### src/rtl/cgra_exec_ctrl_if.sv
// cgra_exec_ctrl_if
// Bundles the software-facing launch/completion handshake and the PE-array
// control signals of the CGRA execution controller.
//   master : software / array side (drives start, iteration setup, busy)
//   slave  : cgra_exec_ctrl (drives run, iteration pulse, base address, done)
// Signals:
//   Computation_Start  level launch request
//   Iter_Num/Iter_Len  iteration count / cycles per iteration (CNT_WIDTH)
//   Iter_Stride        BRAM address increment per iteration (SYS_DWIDTH)
//   PE_Array_Busy      torus still has operations in flight
//   PE_Array_Run       PE array enable
//   Iter_Start         first-cycle-of-iteration pulse
//   Addr_Base          BRAM base address of current iteration
//   Computation_Done   level completion flag
//   Timeout_Err        drain watchdog expired
interface cgra_exec_ctrl_if #(
  parameter int SYS_DWIDTH = 32,
  parameter int CNT_WIDTH  = 16
);
  logic                  Computation_Start;
  logic [CNT_WIDTH-1:0]  Iter_Num;
  logic [CNT_WIDTH-1:0]  Iter_Len;
  logic [SYS_DWIDTH-1:0] Iter_Stride;
  logic                  PE_Array_Busy;
  logic                  PE_Array_Run;
  logic                  Iter_Start;
  logic [SYS_DWIDTH-1:0] Addr_Base;
  logic                  Computation_Done;
  logic                  Timeout_Err;

  modport master (
    output Computation_Start, Iter_Num, Iter_Len, Iter_Stride, PE_Array_Busy,
    input  PE_Array_Run, Iter_Start, Addr_Base, Computation_Done, Timeout_Err
  );

  modport slave (
    input  Computation_Start, Iter_Num, Iter_Len, Iter_Stride, PE_Array_Busy,
    output PE_Array_Run, Iter_Start, Addr_Base, Computation_Done, Timeout_Err
  );
endinterface

### src/rtl/cgra_exec_ctrl.sv
// cgra_exec_ctrl
// Sequences a CGRA kernel: runs Iter_Num iterations of max(Iter_Len,1)
// cycles each, stepping the BRAM base address by Iter_Stride per iteration,
// then waits for the PE array to drain before raising Computation_Done.
// Dropping Computation_Start during RUN or DRAIN aborts back to IDLE.
// Ports:
//   Clk     sole clock, rising edge
//   Resetn  asynchronous active-low reset
//   bus     cgra_exec_ctrl_if.slave (handshake, iteration setup, array control)
// Optional feature: define CGRA_TIMEOUT_EN to add a drain watchdog that
// forces DONE with Timeout_Err=1 after TIMEOUT_CYC busy DRAIN cycles.
//
// state    | meaning
// ---------+--------------------------------------------------------
// ST_IDLE  | waiting for Computation_Start; latches iteration setup
// ST_RUN   | PE array enabled, iterating
// ST_DRAIN | iterations finished, waiting for PE_Array_Busy=0
// ST_DONE  | Computation_Done high until Computation_Start drops
module cgra_exec_ctrl #(
  parameter int SYS_DWIDTH  = 32,
  parameter int CNT_WIDTH   = 16,
  parameter int TIMEOUT_CYC = 1024
) (
  input logic             Clk,
  input logic             Resetn,
  cgra_exec_ctrl_if.slave bus
);

  localparam logic [1:0] ST_IDLE  = 2'd0;
  localparam logic [1:0] ST_RUN   = 2'd1;
  localparam logic [1:0] ST_DRAIN = 2'd2;
  localparam logic [1:0] ST_DONE  = 2'd3;

  logic [1:0]            state;
  logic [CNT_WIDTH-1:0]  num_q;
  logic [CNT_WIDTH-1:0]  len_m1_q;
  logic [CNT_WIDTH-1:0]  len_cnt;
  logic [CNT_WIDTH-1:0]  iter_cnt;
  logic [SYS_DWIDTH-1:0] stride_q;
  logic [SYS_DWIDTH-1:0] addr_q;
  logic                  iter_start_q;
  logic [CNT_WIDTH-1:0]  len_m1_in;
  logic                  iter_last;

  // Iteration length is held as a terminal-count reload value; zero length
  // behaves as a single-cycle iteration.
  assign len_m1_in = (bus.Iter_Len == '0) ? '0 : bus.Iter_Len - CNT_WIDTH'(1);
  assign iter_last = (iter_cnt == num_q - CNT_WIDTH'(1));

`ifdef CGRA_TIMEOUT_EN
  localparam int WD_W = $clog2(TIMEOUT_CYC + 1);
  logic [WD_W-1:0] wd_cnt;
  logic            terr_q;
`else
  localparam int unused_timeout_cyc = TIMEOUT_CYC;
`endif

  always_ff @(posedge Clk or negedge Resetn) begin
    if (!Resetn) begin
      state        <= ST_IDLE;
      num_q        <= '0;
      len_m1_q     <= '0;
      len_cnt      <= '0;
      iter_cnt     <= '0;
      stride_q     <= '0;
      addr_q       <= '0;
      iter_start_q <= 1'b0;
`ifdef CGRA_TIMEOUT_EN
      wd_cnt       <= '0;
      terr_q       <= 1'b0;
`endif
    end else begin
      iter_start_q <= 1'b0;
      case (state)
        ST_IDLE: begin
          if (bus.Computation_Start) begin
            num_q    <= bus.Iter_Num;
            len_m1_q <= len_m1_in;
            stride_q <= bus.Iter_Stride;
            len_cnt  <= len_m1_in;
            iter_cnt <= '0;
            addr_q   <= '0;
            if (bus.Iter_Num != '0) begin
              state        <= ST_RUN;
              iter_start_q <= 1'b1;
            end else begin
              state <= ST_DONE;
            end
          end
        end

        ST_RUN: begin
          if (!bus.Computation_Start) begin
            state  <= ST_IDLE;
            addr_q <= '0;
          end else if (len_cnt != '0) begin
            len_cnt <= len_cnt - CNT_WIDTH'(1);
          end else if (iter_last) begin
            state <= ST_DRAIN;
`ifdef CGRA_TIMEOUT_EN
            wd_cnt <= WD_W'(TIMEOUT_CYC - 1);
`endif
          end else begin
            // Back-to-back iterations: reload and step address with no gap.
            iter_cnt     <= iter_cnt + CNT_WIDTH'(1);
            addr_q       <= addr_q + stride_q;
            len_cnt      <= len_m1_q;
            iter_start_q <= 1'b1;
          end
        end

        ST_DRAIN: begin
          if (!bus.Computation_Start) begin
            state  <= ST_IDLE;
            addr_q <= '0;
          end else if (!bus.PE_Array_Busy) begin
            state <= ST_DONE;
          end
`ifdef CGRA_TIMEOUT_EN
          else if (wd_cnt == '0) begin
            state  <= ST_DONE;
            terr_q <= 1'b1;
          end else begin
            wd_cnt <= wd_cnt - WD_W'(1);
          end
`endif
        end

        ST_DONE: begin
          if (!bus.Computation_Start) begin
            state <= ST_IDLE;
`ifdef CGRA_TIMEOUT_EN
            terr_q <= 1'b0;
`endif
          end
        end

        default: state <= ST_IDLE;
      endcase
    end
  end

  assign bus.PE_Array_Run     = (state == ST_RUN);
  assign bus.Iter_Start       = iter_start_q;
  assign bus.Addr_Base        = addr_q;
  assign bus.Computation_Done = (state == ST_DONE);
`ifdef CGRA_TIMEOUT_EN
  assign bus.Timeout_Err      = terr_q;
`else
  assign bus.Timeout_Err      = 1'b0;
`endif

endmodule
### src/flat_wrapper.sv
// flat-port wrapper written by rule: the top's interface ports become plain ports
module cgra_exec_ctrl_flat 
#(
  parameter int SYS_DWIDTH  = 32,
  parameter int CNT_WIDTH   = 16,
  parameter int TIMEOUT_CYC = 1024
)
  (Clk, Resetn, bus_Computation_Start, bus_Iter_Num, bus_Iter_Len, bus_Iter_Stride, bus_PE_Array_Busy, bus_PE_Array_Run, bus_Iter_Start, bus_Addr_Base, bus_Computation_Done, bus_Timeout_Err);
  cgra_exec_ctrl_if #(.SYS_DWIDTH(SYS_DWIDTH), .CNT_WIDTH(CNT_WIDTH)) bus_i ();
  input logic Clk;
  input logic Resetn;
  input wire logic [$bits(bus_i.Computation_Start)-1:0] bus_Computation_Start;
  input wire logic [$bits(bus_i.Iter_Num)-1:0] bus_Iter_Num;
  input wire logic [$bits(bus_i.Iter_Len)-1:0] bus_Iter_Len;
  input wire logic [$bits(bus_i.Iter_Stride)-1:0] bus_Iter_Stride;
  input wire logic [$bits(bus_i.PE_Array_Busy)-1:0] bus_PE_Array_Busy;
  output wire logic [$bits(bus_i.PE_Array_Run)-1:0] bus_PE_Array_Run;
  output wire logic [$bits(bus_i.Iter_Start)-1:0] bus_Iter_Start;
  output wire logic [$bits(bus_i.Addr_Base)-1:0] bus_Addr_Base;
  output wire logic [$bits(bus_i.Computation_Done)-1:0] bus_Computation_Done;
  output wire logic [$bits(bus_i.Timeout_Err)-1:0] bus_Timeout_Err;
  assign bus_i.Computation_Start = bus_Computation_Start;
  assign bus_i.Iter_Num = bus_Iter_Num;
  assign bus_i.Iter_Len = bus_Iter_Len;
  assign bus_i.Iter_Stride = bus_Iter_Stride;
  assign bus_i.PE_Array_Busy = bus_PE_Array_Busy;
  assign bus_PE_Array_Run = bus_i.PE_Array_Run;
  assign bus_Iter_Start = bus_i.Iter_Start;
  assign bus_Addr_Base = bus_i.Addr_Base;
  assign bus_Computation_Done = bus_i.Computation_Done;
  assign bus_Timeout_Err = bus_i.Timeout_Err;
  cgra_exec_ctrl #(.SYS_DWIDTH(SYS_DWIDTH), .CNT_WIDTH(CNT_WIDTH), .TIMEOUT_CYC(TIMEOUT_CYC)) u_core (.Clk(Clk), .Resetn(Resetn), .bus(bus_i));
endmodule
### config.mk
export PLATFORM = sky130hd
export DESIGN_NAME = cgra_exec_ctrl_flat
export DESIGN_NICKNAME = d
export VERILOG_FILES = /design/src/rtl/cgra_exec_ctrl_if.sv /design/src/rtl/cgra_exec_ctrl.sv /design/src/flat_wrapper.sv
export SDC_FILE = /design/constraint.sdc
export NUM_CORES = 1
export LEC_CHECK = 0
export CAP_MARGIN = 40
export CELL_PAD_IN_SITES_DETAIL_PLACEMENT = 1
export CELL_PAD_IN_SITES_GLOBAL_PLACEMENT = 1
export CORE_UTILIZATION = 45
export DETAILED_ROUTE_END_ITERATION = 10
export DONT_BUFFER_PORTS = 1
export PLACE_DENSITY = 0.82
export REMOVE_ABC_BUFFERS = 1
export SLEW_MARGIN = 20
export SYNTH_ARGS = -nofsm -noshare
export SYNTH_HDL_FRONTEND = slang
export SYNTH_SLANG_ARGS = --single-unit
export TNS_END_PERCENT = 20
### constraint.sdc
create_clock -name Clk -period 5.73 [get_ports Clk]
set_input_delay 0 -clock Clk [delete_from_list [all_inputs] [get_ports Clk]]
set_output_delay 0 -clock Clk [all_outputs]
set_load 0.05 [all_outputs]
==> flow_summary.yaml <==
outcome:
  status: "complete, but fails checks"
  violations: "hold timing"
power_and_ir_drop:
  powerDensity_nw_per_um2: 271
  p_leak_uw: 0.00445
  ir_worst_vdd_mv: 0.199
  fin_total_pwr_uw: 2570
route:
  viasPerCell: 5.69
  wire_per_inst_um: 18.2
  drt_iter0_drc: 275
  wirelength_mm: 22.7
  route.detailed.drc: 0
  ant_nets: 0
  num_vias: 7090
  dr.pass1.iters: 4
synthesis:
  netlist_area_um2: 7980
  synthMuxAreaShare_pct: 0.407
  synth-async-reset-ratio_pct: 100
  synthFlopType: "dfrtp_1"
  yosys.area_share.adder_pct: 5.89
  synth_cell_types: 65
  synth_area_leaders: "dfrtp_1 41%, nand2_1 11%, ha_1 5.6%, xor2_1 5.4%, o21ai_0 4.0%"
  synth_top_family_by_area: "simple AND/OR/NAND/NOR gates"
  synth_compound_area_share_pct: 16.8
  synth-edff-count: 0
  netlist.area_leader.share_pct: 41.1
  yosys_warnings: 0
  synth_seq_cells: 131
  yosys.area.top_type: "dfrtp_1"
  synth_simple_gate_area_share_pct: 24.5
  synthXorXnorAreaFrac_pct: 8.34
  syn_area_per_cell_um2: 8.40
  netlist_instances: 950
  ys_seq_area_share_pct: 41.1
cts:
  cts_max_path_buffers: 2
  post_cts_resized: 0
  cts-root-buf: "clkbuf_16"
  clk_pin_slew_worst_paths_ps: 60
  cts_tree: "done"
  cts_num_sinks: 131
  postCtsSetupBuffers: 0
  numCtsBuffers: 17
  cts_max_level: 4
  clkLatencyLatePin_ps: 420
worst_setup_path:
  crit_required_ps: 6070
  worst_setup_path_start_kind: "flip-flop"
  r2r_start: "u_core.num_q[0]"
  crit-reg2reg-capture: "u_core.bus.Addr_Base[31]"
  cp.arrival_ps: 4100
  end_kind: "flip-flop"
  rrSetupSlack_ps: 1970
  reg2reg_depth: 12
  crit_fanout: 16
  crit_type: "reg2reg"
floorplan:
  dieArea_um2: 18300
  ios: 104
  rows: 48
  core_area_um2: 17300
  fp.dieW_um: 135
  fp.dieH_um: 135
  start_util_pct: 46.2
final_layout:
  drive_above_1_share_pct: 5.19
  layoutNonFillerInstCount: 1246
  fillers: 2016
  syn_to_final_growth_pct: 19.0
  final_common_cell: "nand2_1"
  num_antenna_cells: 0
  final_nets: 1115
  final_cell_mix: "233 x nand2_1, 131 x dfrtp_1, 72 x dlygate4sd3_1"
timing:
  worst_pin_slew_ps: 695
  skew_ps: 9.12
  period_share_pct: 65.6
  setup_viol: 0
  hold_viol_final: 1
  fmax_mhz: 266
  fin_crit_ps: 3760
  relSlewSlack_pct: 53.2
  whs_ps: -10.4
  tns_ps: 0
  maxSlewViolCount: 0
  rsz0062_at_grt: "false"
global_route:
  grt_start_max_net_pins: 132
  grt_pass1_wl_mm: 37.6
  globalRoute.totalOverflow: 0
  gr-usage-all-layers_pct: 26.2
  antenna_found_initial: 1
  grt_pass1_vias: 7579
place:
  place_hpwl_mm: 14.8
  place_congestion: 0.812
  dpl.cell_count: 1143
  port_buffers: 0
hold_path:
  holdPathEnd: "u_core.bus.Iter_Start"
  hold_path_depth: 5
  hp-start: "bus_Iter_Num[10]"
  worstHoldPathType: "in2reg"
flow_run:
  drv_cap: 0
[sequential cells by signal, summed over array words and instances, names as in the netlist]
signal / cells
u_core.bus.Addr_Base: 32
u_core.stride_q: 32
u_core.iter_cnt: 16
u_core.len_cnt: 16
u_core.len_m1_q: 16
u_core.num_q: 16
u_core.state: 2
u_core.bus.Iter_Start: 1
[report_power, final]
part	internal, µW	total (µW)	switching [µW]
logic	174	409	235
clock network	680	1080	396
registers	1000	1090	84.4
[cells by family (layout without fill, tap and decap cells)]
| family | Yosys count | in the layout |
|---|---|---|
| compound gates | 214 | 214 |
| xor+xnor | 76 | 76 |
| fa+ha+maj | 37 | 37 |
| buf+inv | 56 | 127 |
| flops | 131 | 131 |
| mux | 3 | 3 |
| other cells | 1 | 1 |
| simple gates | 432 | 432 |
[layout make-up]
| type | count | area (µm²) | area share (%) |
|---|---|---|---|
| clock buffers | 25 | 495 | 5.22 |
| well taps | 225 | 282 | 2.96 |
| flip-flops and latches | 131 | 3280 | 34.5 |
| clock inverters | 5 | 75.1 | 0.790 |
| repair buffers | 81 | 816 | 8.59 |
| inverters | 16 | 60.1 | 0.632 |
| multi-input cells | 763 | 4490 | 47.3 |
[metal layers]
layer	up-vias	global-route usage [%]	part of all wire, %
met3	29	5.99	4.2
li1	3422	-	-
met1	3503	31.7	44
met5	-	0	0.075
met4	2	7.68	1.4
met2	134	46.3	50
[worst max-delay path by stage]
stage | start | depth (start not counted) | end | slack (ps)
2_1_floorplan | u_core.num_q[0] | 10 | u_core.len_cnt[0] | 1810
6_report | u_core.num_q[0] | 12 | u_core.bus.Addr_Base[31] | 1970
4_1_cts | u_core.num_q[0] | 12 | u_core.bus.Addr_Base[31] | 1930
5_1_grt | u_core.num_q[0] | 12 | u_core.bus.Addr_Base[4] | 1720
3_5_place_dp | u_core.num_q[0] | 12 | u_core.bus.Addr_Base[31] | 1980
3_3_place_gp | u_core.num_q[0] | 12 | u_core.bus.Addr_Base[8] | 1720
[critical path, stage by stage, from the launching register on]
cell,delay [ps]
dfrtp_1,400
inv_1,90
ha_1,180
or4b_1,610
or4b_1,550
and3_1,190
o31a_1,290
o41ai_4,380
nand3_1,140
nand2_1,410
buf_8,230
a21oi_1,50
o21ai_1,150
[repair_timing]
action / in CTS / in global routing
endpoints found under the setup margin: 0 / 0
endpoints found under the hold margin: 204 / 0
hold buffers: 73 / 0
[synth_stat cells (3+ instances only)]
library cell  instances
a211oi_1              4
a21o_1               14
a21oi_1              62
a22o_1                5
a31oi_1               8
a32o_1                3
and2_1                3
and3_1               12
and4b_1               3
buf_1                 4
buf_2                 7
buf_4                 4
clkbuf_1             24
dfrtp_1             131
ha_1                 36
inv_1                16
nand2_1             233
nand2b_1              7
nand3_1              16
nand4_1              15
nor2_1               68
nor2b_1               5
nor3_1               20
nor4_1               15
o211a_1               3
o211ai_1              4
o21a_1                8
o21ai_0              64
o21ai_1              10
o31a_1                3
o31ai_1               7
or2_2                 6
or3_1                10
or4_1                 6
xnor2_1              27
xor2_1               49
[through the flow]
stage	utilization, %	setup WS [ps]	hold slack, ps	area (µm²)
floorplan	-	1810	-296	7810
global placement	47.2	1720	-288	8160
detailed placement	47.3	1980	-289	8180
CTS	54.9	1930	2.78	9500
global route	54.9	1720	9.88	9500
finish	54.9	1970	-10.4	9500
No activity file was read; power rests on OpenSTA's default activity.
